## config.mk

```make
export PLATFORM = sky130hd
export DESIGN_NAME = task_3
export DESIGN_NICKNAME = d
export VERILOG_FILES = /design/src/rtl/task_3.sv
export SDC_FILE = /design/constraint.sdc
export NUM_CORES = 1
export LEC_CHECK = 0
export BUFFER_PORTS_ARGS = -buffer_cell sky130_fd_sc_hd__buf_2
export CAP_MARGIN = 40
export CORE_MARGIN = 2
export CORE_UTILIZATION = 37
export DETAILED_ROUTE_END_ITERATION = 8
export GPL_ROUTABILITY_DRIVEN = 0
export PLACE_DENSITY = 0.81
export SETUP_SLACK_MARGIN = 0.02
export SYNTH_ARGS = -nofsm -noshare
export SYNTH_HDL_FRONTEND = slang
export SYNTH_SLANG_ARGS = --single-unit
```

## constraint.sdc

```tcl
create_clock -name clk -period 0.8 [get_ports clk]
set_clock_uncertainty 0.05 [all_clocks]
set_input_delay 0.04 -clock clk [delete_from_list [all_inputs] [get_ports clk]]
set_output_delay 0.04 -clock clk [all_outputs]
set_load 0.03 [all_outputs]
```

## src/rtl/task_3.sv

```systemverilog
// Registered WIDTH-bit ripple-carry adder with carry-in and carry-out, signed-overflow and zero flags.
// Free-running with no enable or handshake: inputs are sampled every cycle and results appear one cycle later.

module task_3_fa (
  input  logic a,
  input  logic b,
  input  logic ci,
  output logic s,
  output logic co
);

  assign s  = a ^ b ^ ci;
  assign co = (a & b) | (ci & (a ^ b));

endmodule

module task_3 #(
  parameter int WIDTH = 8
) (
  input  logic             clk,
  input  logic             rst_n,
  input  logic [WIDTH-1:0] A,
  input  logic [WIDTH-1:0] B,
  input  logic             cin,
  output logic [WIDTH-1:0] sum,
  output logic             cout,
  output logic             ovf,
  output logic             zero
);

  logic [WIDTH:0]   c;
  logic [WIDTH-1:0] s;

  logic [WIDTH-1:0] sum_d, sum_q;
  logic             cout_d, cout_q;
  logic             ovf_d, ovf_q;
  logic             zero_d, zero_q;

  assign c[0] = cin;

  for (genvar i = 0; i < WIDTH; i++) begin : g_fa
    task_3_fa u_fa (
      .a  (A[i]),
      .b  (B[i]),
      .ci (c[i]),
      .s  (s[i]),
      .co (c[i+1])
    );
  end

  // Signed overflow: carry into the MSB differs from the carry out of it.
  always_comb begin
    sum_d  = s;
    cout_d = c[WIDTH];
    ovf_d  = c[WIDTH] ^ c[WIDTH-1];
    zero_d = (s == '0);
  end

  always_ff @(posedge clk or negedge rst_n) begin
    if (!rst_n) begin
      sum_q  <= '0;
      cout_q <= 1'b0;
      ovf_q  <= 1'b0;
      zero_q <= 1'b0;
    end else begin
      sum_q  <= sum_d;
      cout_q <= cout_d;
      ovf_q  <= ovf_d;
      zero_q <= zero_d;
    end
  end

  assign sum  = sum_q;
  assign cout = cout_q;
  assign ovf  = ovf_q;
  assign zero = zero_q;

endmodule

```

After elaboration in Yosys (flattened, before gate mapping). Index checks and enable logic that the tools add are counted.

Input bits: 19. Bits in registers: 11. Logic and storage cells: 46.

Bitwise logic cells: 41. Reduce and logical (&&, ||, !) cells: 1.

Operator list (number): XOR 1 bit (17); AND 1 bit (16); zero test 8 bit (1); bitwise OR 1 bit (8).

Depth between registers and ports, before layout.
Depth after elaboration: 18. Depth in mapped cells: 15. Depth with buffers taken out: 15.

Hierarchy. From an unflattened synthesis, not the netlist that was laid out.

Cells, all modules: 23. Area total of the unflattened synthesis: 462.9 um^2.

By module, submodules not included: task_3 (area each 302.8 um^2, cells each 15, instances 1, seq. area each 275.3 um^2); task_3_fa (area each 20.0 um^2, cells each 1, instances 8, seq. area each 0.0 um^2).

Worst setup path after synthesis. Ideal clock, no wire load.

Path kind: input to register. Start point: input A[0]. End point: register zero_q, in the netlist zero. Arrival: 3.071 ns. Path slack: -2.416 ns. Buffers on the path: 0. Stages on the path: 13. Data required time: 0.654 ns. Cell sequence: inv_1 > fa_1 > inv_1 > fa_1 > fa_1 > fa_1 > inv_1 > fa_1 > inv_1 > fa_1 > fa_1 > or4_1 > nor4_2.

Elaborated cells between the ends (all ways): 25. Classes of those cells: 24 x bitwise; 1 x reduce/logical.

RTL lines: start, declared (RTL line 22) `input logic [WIDTH-1:0] A,`; XOR 1 bit (RTL line 13) `assign co = (a & b) | (ci & (a ^ b));`; AND 1 bit (RTL line 13); bitwise OR 1 bit (*) (RTL line 13); AND 1 bit (*) (RTL line 13); bitwise OR 1 bit (*) (RTL line 13); AND 1 bit (*) (RTL line 13); bitwise OR 1 bit (*) (RTL line 13); AND 1 bit (*) (RTL line 13); bitwise OR 1 bit (*) (RTL line 13); AND 1 bit (*) (RTL line 13); bitwise OR 1 bit (*) (RTL line 13); AND 1 bit (*) (RTL line 13); bitwise OR 1 bit (*) (RTL line 13); XOR 1 bit (*) (RTL line 12) `assign s = a ^ b ^ ci;`; net g_fa[6].u_fa.s (RTL line 8) `output logic s,`; zero test 8 bit (*) (RTL line 56) `zero_d = (s == '0);`; net zero_d (RTL line 37) `logic zero_d, zero_q;`; end signal, assigned (RTL line 69) `zero_q <= zero_d;`; end, declared (RTL line 37).

Mark *: on every way through the listed nets, which the timed path passes. The rest lies on a longest branch.

Worst setup path after layout. Same ends and word-level chain as after synthesis.

==> impl_metrics.csv <==
group,metric,value,unit
run_status,run_status,"finished, violations left",
run_status,failed_checks,"setup timing",
placed_design,port_buffers,29,
critical_path,critPathMaxFanout,2,
route,ant_nets,0,
floorplanning,die_h,41.6,um
floorplanning,ios,30,
global_routing,grt_use_total,12.0,%
critical_path,crit_path_start_kind,"input port",
logic_synthesis,ys_seq_elements,11,
critical_path,worstPathArrival,3.14,ns
floorplanning,dieArea,1730,um2
critical_path,slowest_delay,0.54,ns
critical_path,cp_cell_sequence,"buf_8 -> inv_12 -> fa_2 -> inv_2 -> fa_2 -> fa_2 -> fa_2 -> inv_2 -> fa_2 -> inv_2 -> fa_2 -> fa_2 -> or4_4 -> nor4_4",
route,drc,0,
route,wl_per_cell,9.90,um
sta,hold_ws,0.0782,ns
global_routing,grt_pass1_vias,378,
logic_synthesis,syn-num-nets,65,
cts,cts_setup_buffers,0,
cells_and_area,area_growth,66.6,%
route,vias_per_cell,4.05,
logic_synthesis,synth_most_common_cell,"inv_1",
logic_synthesis,synth_area_leaders,"dfrtp_1 (53%), fa_1 (31%), inv_1 (11%)",
logic_synthesis,yosysTopAreaCellShare,52.5,%
critical_path,crit_buf_inv,5,
route,wl,871,um
sta,finalCriticalPeriod,3.03,ns
pwr,power_density,2010,nW/um2
logic_synthesis,synth-edff-count,0,
cells_and_area,layout-drive-gt1-share,72.6,%
sta,setup_ws,-2.23,ns
logic_synthesis,syn_area_per_cell,13.8,um2
floorplanning,fp.coreArea,1320,um2
logic_synthesis,postSynth.asyncResetShare,100,%
cts,clk_pin_slew,0.06,ns
critical_path,end_kind,"flip-flop",
global_routing,antenna_found_initial,0,
critical_path,path_delay_family,"adder cells",
logic_synthesis,yosys-top-cells-count,"inv_1 (15), dfrtp_1 (11), fa_1 (8)",
sta,max_freq,330,MHz
global_routing,overflow,0,
pwr,ir_worst_vdd,1.01,mV
global_routing,grt_pass1_wl,1510,um
logic_synthesis,synthesis.area,524,um2
cells_and_area,fillerInstances,95,
floorplanning,rows,13,
sta,tightest_slew,0.215,ns
pwr,power_leakage,0.000434,uW
sta,finalMaxSlewViolations,0,
cts,cts.sinks,11,
logic_synthesis,yosysWarnings,0,
sta,hold_viol,0,
logic_synthesis,netlist.top_cell.by_area,"dfrtp_1",
cells_and_area,num_antenna_cells,0,
placed_design,dp_hpwl,738,um
floorplanning,start_util,39.8,%
critical_path,cp_common_cell,"fa_2",
critical_path,slowest_stage,"or4_4",
job,cap_violations,0,
cts,htreeDepth,1,
cts,cts_buffer_depth,2,
floorplanning,die_w,41.6,um
cts,cts_made_buffers,3,
route,drt_iter0_markers,4,
sta,fin_crit_sh,379,%
route,detail_route.first_pass.iterations,4,
logic_synthesis,synthCells,38,
hold_path,hold_path.class,"in -> reg",
global_routing,grt_max_degree,12,
logic_synthesis,synth_cell_types,7,
cts,cts_root_buf,"clkbuf_4",
logic_synthesis,seq_area_frac_synth,52.5,%
cts,cts_tree,"built",
sta,rsz0062_at_grt,"yes",
critical_path,required,0.91,ns
sta,max-slew-margin-rel,85.7,%
cells_and_area,nets,101,
logic_synthesis,synthFlopType,"dfrtp_1",
cells_and_area,finalCoreUtilization,66.3,%
sta,finalSetupViolations,21,
route,via_count,356,
critical_path,setup.worst_path.class,"in -> reg",
[power breakdown]
group	switching [uW]	total [uW]	internal [uW]
Sequential	40.3	690	650
Combinational	392	729	338
Clock	144	335	191
Total	576	1750	1180
[final cells by class]
type,instances,area [um2],area share [%]
well taps,15,18.8,2.15
inverters,15,73.8,8.45
clock buffers,4,26.3,3.01
flip-flops and latches,11,275,31.5
multi-input cells,12,225,25.8
repair buffers,31,254,29.1
[kinds of logic (layout without fill, tap and decap cells)]
logic type / Yosys count / in the layout / share of synthesized area [%]
buf+inv: 15 / 50 / 10.7
xor+xnor: 1 / 1 / 1.67
flops: 11 / 11 / 52.5
fa+ha+maj: 8 / 8 / 30.5
simple gates: 3 / 3 / 4.53
[sequential cells by signal, summed over array words and instances, names as in the netlist]
register	cells
sum	8
cout	1
ovf	1
zero	1
[layer usage]
metal	global-route usage, %	up-vias	wire length [um]
li1	-	172	-
met1	12.9	166	313
met2	20.6	18	498
met3	3.04	0	59
met4	7.74	0	0
met5	0	-	0
[layout by cell type, fill, tap and decap left out]
master         netlist  routed
buf_8                0       1
clkbuf_4             0       3
nand2_1              1       1
inv_12               0       1
fa_2                 0       8
clkbuf_1             0       1
buf_2                0      15
inv_2                0       8
dfrtp_1             11      11
inv_1               15       5
inv_6                0       1
buf_4                0       1
buf_6                0      13
dlygate4sd3_1        0       1
or4_4                0       1
xnor2_1              1       1
nor4_4               0       1
[timing repair]
item,CTS,global route
hold buffers,1,0
pin swaps,1,2
gates resized for setup,32,4
endpoints found under the hold margin,11,0
setup endpoints to repair,21,21
[path summary, 6_finish.rpt]
check | start | to | cells past startpoint
worst max-delay path | A[0] | zero$_DFF_PN0_ | 14
worst min-delay path | B[6] | sum[6]$_DFF_PN0_ | 2
max in group asynchronous | rst_n | sum[7]$_DFF_PN0_ | 2
min in group asynchronous | rst_n | sum[0]$_DFF_PN0_ | 2
[through the flow]
stage / setup TNS [ns] / total power, uW / setup slack (ns) / std cells / instance area (um2)
floorplan: -13.77 / 1030 / -2.25 / 38 / 557
global placement: -16.12 / 1230 / -2.49 / 83 / 728
detailed placement: -16.42 / 1240 / -2.53 / 83 / 728
CTS: -13.71 / 1750 / -2.22 / 88 / 858
global route: -14.70 / 1880 / -2.35 / 88 / 873
finish: -13.69 / 1750 / -2.23 / 88 / 873
Power figures use the tool's default switching activity.
